==> config.mk <==
export PLATFORM = sky130hd
export DESIGN_NAME = common_dffram_wrport_arbiter
export DESIGN_NICKNAME = d
export VERILOG_FILES = /design/src/rtl/common_dffram_pkg.sv /design/src/rtl/common_arbiter_rr.sv /design/src/rtl/common_dffram_wrport_arbiter.sv
export SDC_FILE = /design/constraint.sdc
export NUM_CORES = 1
export LEC_CHECK = 0
export CORE_AREA = 2 2 130 132
export CTS_CLUSTER_SIZE = 14
export DETAILED_ROUTE_END_ITERATION = 7
export DIE_AREA = 0 0 132 134
export RECOVER_POWER = 100
export SLEW_MARGIN = 0
export SYNTH_ARGS = -nofsm -noshare
export SYNTH_HDL_FRONTEND = slang
export SYNTH_SLANG_ARGS = --single-unit
==> constraint.sdc <==
create_clock -name clk -period 4.5 [get_ports clk]
set_input_delay 0.9 -clock clk [delete_from_list [all_inputs] [get_ports clk]]
set_output_delay 0.9 -clock clk [all_outputs]
set_load 0.02 [all_outputs]
==> src/rtl/common_dffram_pkg.sv <==
// Shared helpers for the DFF RAM write-port arbiter slice.
// Holds the minimum legal configuration values and the width helpers that
// derive address and requester-index widths from them.
package common_dffram_pkg;

  localparam int MIN_REQ_COUNT = 1;
  localparam int MIN_RAM_DEPTH = 2;

  // Binary word-address width; depths below the minimum still get one bit
  function automatic int addr_width(input int depth);
    return (depth < MIN_RAM_DEPTH) ? 1 : $clog2(depth);
  endfunction

  // Requester index width; a single requester still needs a one-bit pointer
  function automatic int idx_width(input int count);
    return (count <= MIN_REQ_COUNT) ? 1 : $clog2(count);
  endfunction

endpackage

==> src/rtl/common_arbiter_rr.sv <==
// Pure combinational round-robin grant generator.
// Grants the first asserted request at or after ptr, searching cyclically,
// and reports the winner both one-hot and as a binary index.
module common_arbiter_rr
  import common_dffram_pkg::*;
#(
  parameter int N = 4,
  localparam int IDX_W = idx_width(N)
) (
  input  logic [N-1:0]     req,
  input  logic [IDX_W-1:0] ptr,
  output logic [N-1:0]     gnt,
  output logic [IDX_W-1:0] gnt_idx
);

  // Cyclic scan from ptr; the first active request wins
  always_comb begin
    int   idx;
    logic found;
    gnt     = '0;
    gnt_idx = '0;
    found   = 1'b0;
    idx     = 0;
    for (int k = 0; k < N; k++) begin
      idx = int'(ptr) + k;
      if (idx >= N) idx = idx - N;
      if (!found && req[idx]) begin
        found    = 1'b1;
        gnt[idx] = 1'b1;
        gnt_idx  = IDX_W'(idx);
      end
    end
  end

endmodule

==> src/rtl/common_dffram_wrport_arbiter.sv <==
// Round-robin write arbiter and one-entry write stage for port A of the
// 3-address DFF RAM, plus pass-through of read ports B and C.
// Optional feature macro: COMMON_DFFRAM_WRARB_BYPASS_EN forwards the
// in-flight stage write to matching reads on ports B and C.
module common_dffram_wrport_arbiter
  import common_dffram_pkg::*;
#(
  parameter int REQ_COUNT      = 4,
  parameter int RAM_DATA_WIDTH = 32,
  parameter int RAM_DEPTH      = 16,
  localparam int ADDR_W = addr_width(RAM_DEPTH),
  localparam int IDX_W  = idx_width(REQ_COUNT)
) (
  input  logic                                clk,
  input  logic                                reset,
  input  logic                                hold,
  input  logic [REQ_COUNT-1:0]                req_valid,
  output logic [REQ_COUNT-1:0]                req_ready,
  input  logic [REQ_COUNT*ADDR_W-1:0]         req_addr,
  input  logic [REQ_COUNT*RAM_DATA_WIDTH-1:0] req_data,
  output logic [ADDR_W-1:0]                   ram_addra,
  output logic                                ram_ena,
  output logic                                ram_wea,
  output logic [RAM_DATA_WIDTH-1:0]           ram_dina,
  input  logic [ADDR_W-1:0]                   rd_addrb,
  output logic [RAM_DATA_WIDTH-1:0]           rd_doutb,
  input  logic [ADDR_W-1:0]                   rd_addrc,
  output logic [RAM_DATA_WIDTH-1:0]           rd_doutc,
  output logic [ADDR_W-1:0]                   ram_addrb,
  input  logic [RAM_DATA_WIDTH-1:0]           ram_doutb,
  output logic [ADDR_W-1:0]                   ram_addrc,
  input  logic [RAM_DATA_WIDTH-1:0]           ram_doutc
);

  logic [REQ_COUNT-1:0]      arb_req;
  logic [REQ_COUNT-1:0]      gnt;
  logic [IDX_W-1:0]          gnt_idx;
  logic [IDX_W-1:0]          rr_ptr;
  logic [IDX_W-1:0]          ptr_next;
  logic                      handshake;
  logic [ADDR_W-1:0]         win_addr;
  logic [RAM_DATA_WIDTH-1:0] win_data;
  logic                      stg_valid;
  logic [ADDR_W-1:0]         stg_addr;
  logic [RAM_DATA_WIDTH-1:0] stg_data;

  // Requests only compete when out of reset and not held
  assign arb_req = (reset && !hold) ? req_valid : '0;

  common_arbiter_rr #(
    .N(REQ_COUNT)
  ) u_arb (
    .req     (arb_req),
    .ptr     (rr_ptr),
    .gnt     (gnt),
    .gnt_idx (gnt_idx)
  );

  // The grant is only raised on a valid requester, so any grant is a handshake
  assign req_ready = gnt;
  assign handshake = |gnt;

  // Pointer moves just past the winner, wrapping at the last requester
  assign ptr_next = (int'(gnt_idx) == REQ_COUNT - 1) ? '0 : gnt_idx + IDX_W'(1);

  // AND-OR select of the winning requester's address and data
  always_comb begin
    win_addr = '0;
    win_data = '0;
    for (int i = 0; i < REQ_COUNT; i++) begin
      if (gnt[i]) begin
        win_addr = req_addr[i*ADDR_W +: ADDR_W];
        win_data = req_data[i*RAM_DATA_WIDTH +: RAM_DATA_WIDTH];
      end
    end
  end

  // Write stage and round-robin pointer; the stage lives exactly one cycle
  always_ff @(posedge clk) begin
    if (!reset) begin
      stg_valid <= 1'b0;
      stg_addr  <= '0;
      stg_data  <= '0;
      rr_ptr    <= '0;
    end else if (handshake) begin
      stg_valid <= 1'b1;
      stg_addr  <= win_addr;
      stg_data  <= win_data;
      rr_ptr    <= ptr_next;
    end else begin
      stg_valid <= 1'b0;
    end
  end

  assign ram_ena   = stg_valid;
  assign ram_wea   = stg_valid;
  assign ram_addra = stg_addr;
  assign ram_dina  = stg_data;

  assign ram_addrb = rd_addrb;
  assign ram_addrc = rd_addrc;

`ifdef COMMON_DFFRAM_WRARB_BYPASS_EN
  assign rd_doutb = (stg_valid && stg_addr == rd_addrb) ? stg_data : ram_doutb;
  assign rd_doutc = (stg_valid && stg_addr == rd_addrc) ? stg_data : ram_doutc;
`else
  assign rd_doutb = ram_doutb;
  assign rd_doutc = ram_doutc;
`endif

endmodule

---- Word-level counts from Yosys, hierarchy flattened ----
Index checks and enable logic that the tools add are counted.
Widths: inputs -> output; s select.
storage, ports and cells
  output and inout port bits .............. 114
  register bits after elaboration ......... 39
cells by class
  add/sub/neg operators ................... 8
  muxes and demuxes ....................... 46
  magnitude comparators ................... 12
  bitwise gates (word level) .............. 3
  equal/unequal tests ..................... 1
  reduce and logical (&&, ||, !) cells .... 13
operators with widths
  operator               number
  $mux 32                8
  $ge 32x1->1 const B    4
  $lt 32x4->1 const B    4
  $ge 32x4->1 const B    3
  $sub 32x4->32 const B  3
  $mux 4                 9
  $mux 1                 16
  $or 4x4->4             3
  $mux 2                 5
  $bmux 1 s2             4
  $demux 1 s2            4
  $logic_and 1x1->1      8
  $add 2x2->3 const B    2
  $logic_not 1->1        4
  $reduce_or 4->1        1
  $sub 2x3->4 const B    1
  $add 2x1->3 const B    1
  $ge 2x3->1 const B     1
  $add 2x1->2 const B    1
  $eq 2x1->1 const B     1

---- Depth between registers and ports, before layout ----
  word-level depth ........................ 20
  depth in mapped cells ................... 15
  depth with buffers taken out ............ 9

---- Modules after synthesis ----
A second synthesis with hierarchy kept.
second synthesis, totals
  cell total of the unflattened synthesis .. 385
  area total of the unflattened synthesis .. 3582.2 µm²
by module, submodules not included
  module                        area an instance (µm²)  times used  cells an instance
  common_dffram_wrport_arbiter  3125.5                  1           336
  common_arbiter_rr             456.7                   1           49

---- Worst setup path after synthesis ----
Ideal clock, no wire load.
  kind .................................... flip-flop to output port
  start point ............................. reg (tool-made name)
  end point ............................... out req_ready[2]
  arrival ................................. 3.229 ns
  setup slack ............................. 0.371 ns
  stages on the path, launching flop included .. 14
  cell sequence ........................... dfxtp_1 > buf_2 > buf_1 > inv_1 > ha_1 > buf_6 > or3b_1 > o22a_2 > or3b_1 > and4_1 > buf_6 > buf_2 > buf_2 > inv_1
RTL lines
  item       line                                text
  to (decl)  common_dffram_wrport_arbiter.sv:18  output logic [REQ_COUNT-1:0] req_ready,

---- Final worst setup path ----
  start point ............................. in req_valid[1]
  end point ............................... out req_ready[2]
on the way
  word-level cells in the longest chain between the ends .. 14
  elaborated cells between the ends (all ways) .. 29
  those cells by class .................... 20 x mux; 3 x bitwise; 6 x reduce/logical
RTL lines
  item                                       line                                text
  from (decl)                                common_dffram_wrport_arbiter.sv:17  input logic [REQ_COUNT-1:0] req_valid,
  $mux 4 *                                   common_dffram_wrport_arbiter.sv:48  assign arb_req = (reset && !hold) ? req_valid : '0;
  $bmux 1 s2                                 common_arbiter_rr.sv:27             if (!found && req[idx]) begin
  $mux 1 (not written as such) (2 in a row)  common_arbiter_rr.sv:27
  $mux 1                                     common_arbiter_rr.sv:27
  $logic_not 1->1                            common_arbiter_rr.sv:27
  $logic_and 1x1->1                          common_arbiter_rr.sv:27
  $mux 1                                     common_arbiter_rr.sv:27
  $logic_not 1->1                            common_arbiter_rr.sv:27
  $logic_and 1x1->1                          common_arbiter_rr.sv:27
  $mux 1                                     common_arbiter_rr.sv:27
  $logic_not 1->1                            common_arbiter_rr.sv:27
  $logic_and 1x1->1                          common_arbiter_rr.sv:27
  $mux 4 *                                   common_arbiter_rr.sv:27
Mark *: on every way between the ends. The rest lies on a longest branch, timed or not. The select of a mux whose other input is x is not followed.

==> flow_summary.ini <==
[clock_network]
numClockSinks = 39
clk_latency_ns = 0.29
cts_buffers = 5
clockRootBuffer = clkbuf_16
cts.htree.levels = 2
postCtsHoldBufs = 0
cts.reportedPaths.clkPinSlew_ns = 0.06
cts_tree = done
clock_tree.buffer_depth = 2

[critical_path]
rrSetupSlack_ns = 0.62
path_class = primary input to output pin
worst_setup_path_startpoint = req_valid[1]
crit-reg2reg-capture = ram_dina[9]
rr_worst_depth = 11
cp_data_arrival_time_ns = 3.48
endpoint_kind = output pin
cp_max_fo = 8
cp-start-kind = primary input
crit_required_ns = 3.60

[sta]
achievable-frequency_mhz = 228.4
finalWorstSetupSlack_ns = 0.1216
setup_repair_after_global_routing_missed_its_margin = false
worst-slew-pin-transition_ns = 0.6421
setup-tns-final_ns = 0
timing.final.crit_share_pct = 97.30
min_period_ns = 4.378
relSlewSlack_pct = 57.19
final-max-slew-violation-count = 0
hold_viol = 0
setup_violators_final = 0
setup_skew_ns = 0.004315

[route]
wire_per_inst_um = 18.72
route.detailed.vias_per_inst = 5.000
detail_route.wirelength_um = 14680
total_vias_in_the_final_route = 3920
drtIter0Drc = 276
drt.antenna.violating_nets = 0
drt_pre_antenna_iters = 6
route.detailed.drc = 0

[global_route]
grt_max_degree = 62
gr-total-overflow = 0
grt_use_met3_pct = 4.800
met2_usage_pct = 27.95
gr-usage-all-layers_pct = 16.04
grt_pass1_wl_um = 22230
initial_antenna_violation_count = 0
groute.layer.met1.usage_pct = 17.41
grt_busiest_layer = met2
via_count_of_the_first_global_routing_pass = 3937

[synth]
async_reset_ff_share_pct = 0
postSynthRegisterBits = 39
fraction_of_synthesized_area_in_multiplexers_pct = 1.890
synth-compound-area-share_pct = 33.32
synth.distinct_cells = 44
combinational_family_with_the_most_area_after_synthesis = compound AO/OA/AOI/OAI gates
yosys.area_share.xor_xnor_pct = 0
yosysSeqAreaShare_pct = 19.99
postSynthAreaPerCell_um2 = 8.398
synth.cell_area_um2 = 3905
synth_simple_gate_area_share_pct = 20.83
postSynthCellCount = 465
synth_fp_nets = 695
fraction_of_the_mapped_netlist_area_in_adder_cells_pct = 2.243
synth_warnings = 0
number_of_enable_flip_flop_cells_after_synthesis = 0
synth_ff_type = dfxtp_1

[floorplan]
die_area_um2 = 17690
die_w_um = 132
rows = 47
boundaryPins = 337
start_util_pct = 23.97
die_y_um = 134
floorplan.core_area_um2 = 16290

[run_status]
status = completed

[job]
max_cap_violations = 0

[finish]
antennaDiodeCount = 0
area.growth.synth_to_final_pct = 43.32
final_layout_size_suffix_gt1_share_pct = 18.62
finish.net_count = 793

[placement]
pre_cts_slack_ns = 0.04411
number_of_buffer_cells_added_on_primary_ports = 192
gp_congestion = 0.8115
dpl.hpwl_um = 10560

[worst_hold_path]
hold_path_startpoint = ram_dina[10]
worstHoldPathType = register to register
holdPathStages = 2
whs_endpoint = ram_dina[10]

[power_and_ir_drop]
power_leakage_nw = 2.011
max-vdd-ir-drop_mv = 0.2640
p_per_area_nw_per_um2 = 506.0
==> power breakdown <==
part	internal [mW]	switching, mW
Clock	0.262	0.162
Combinational	0.806	1.02
Sequential	0.509	0.0739
Total	1.58	1.25
==> critical path, cell delays in order <==
cell and delay, ns:
clkdlybuf4s50_1 0.51, clkbuf_1 0.18, mux2_2 0.28, o2bb2ai_1 0.24, or3b_1 0.41, and4_2 0.27, inv_1 0.06, clkdlybuf4s50_1 0.63
==> through the flow <==
stage	hold slack (ns)	util [%]	cells	cell area (um2)	power, mW
6_report	0.5331	34.36	784	5597	2.832
3_3_place_gp	0.5122	33.34	776	5430	2.464
2_1_floorplan	0.5861	-	465	3905	1.913
5_1_grt	0.5591	34.36	784	5597	3.024
4_1_cts	0.5391	34.37	784	5599	2.943
3_5_place_dp	0.5257	33.34	776	5430	2.493
==> layer usage <==
layer | part of all wire [%] | routed length [um] | vias up
li1 | - | - | 1855
met3 | 7.5 | 1106 | 63
met4 | 5.0 | 727 | 0
met1 | 39 | 5674 | 1817
met2 | 49 | 7167 | 185
met5 | 0 | 0 | -
==> area by class of cell <==
cell class / count / area [um2]
clock inverter: 3 / 43.79
tap: 220 / 275.3
timing repair buffer: 211 / 2054
multi-input combinational: 300 / 2293
fill: 1666 / 10690
clock buffer: 5 / 125.1
sequential: 39 / 780.7
inverter: 6 / 23.77
==> kinds of logic (layout without fill, tap and decap cells) <==
group | count (synthesis) | after routing
simple gates | 111 | 111
compound gates | 175 | 175
buf+inv | 126 | 225
flops | 39 | 39
fa+ha+maj | 7 | 7
mux | 7 | 7
==> cell usage after synthesis, types with 2 or more instances <==
library cell	instances	area, um2
dfxtp_1	39	780.8
a211oi_1	3	22.52
nor3b_1	9	67.56
clkbuf_1	12	45.04
inv_1	5	18.77
a21boi_0	2	15.01
or3b_1	6	52.55
and4_4	2	22.52
a21bo_2	36	360.4
nor3b_2	28	350.3
or2_2	2	12.51
buf_4	76	570.6
ha_1	7	87.58
or3b_2	3	26.28
mux2i_1	4	40.04
nand2b_1	2	12.51
a2111oi_1	2	20.02
o21ai_0	44	220.2
a31oi_1	36	225.2
nand3b_1	7	52.55
a21oi_1	4	20.02
nand2_1	42	157.7
buf_6	8	90.09
nor2_1	5	18.77
mux2_2	3	33.78
o2bb2ai_1	2	17.52
o21ai_1	2	10.01
buf_2	22	110.1
o221ai_1	37	324.1
==> what timing repair did <==
| item | 4_1_cts | 5_1_grt |
|---|---|---|
| buffers inserted | 0 | 0 |
| setup endpoints to repair | 0 | 10 |
| gates resized for setup | 0 | 6 |
==> how the worst max path moves through the flow <==
stage / slack [ns] / cells after the start / endpoint
2_1_floorplan: 0.37 / 13 / req_ready[2]
3_3_place_gp: 0.10 / 8 / req_ready[2]
3_5_place_dp: 0.04 / 11 / ram_addra[3]
4_1_cts: 0.06 / 8 / req_ready[3]
5_1_grt: 0.03 / 8 / req_ready[2]
6_report: 0.12 / 8 / req_ready[2]
==> cell usage in the layout (no fill, tap or decap), types with 14 or more instances in the layout <==
cell type        count
clkdlybuf4s50_1    152
o221ai_1            37
a21bo_2             36
nor3b_2             28
a31oi_1             36
nand2_1             42
dfxtp_1             39
buf_4               14
dlygate4sd3_1       38
o21ai_0             45
==> registers in the layout, indices dropped and copies added (netlist names), named ones only <==
name       flops
ram_addra      4
ram_dina      32
rr_ptr         1
ram_ena        1
(Power assumes the default switching activity.)
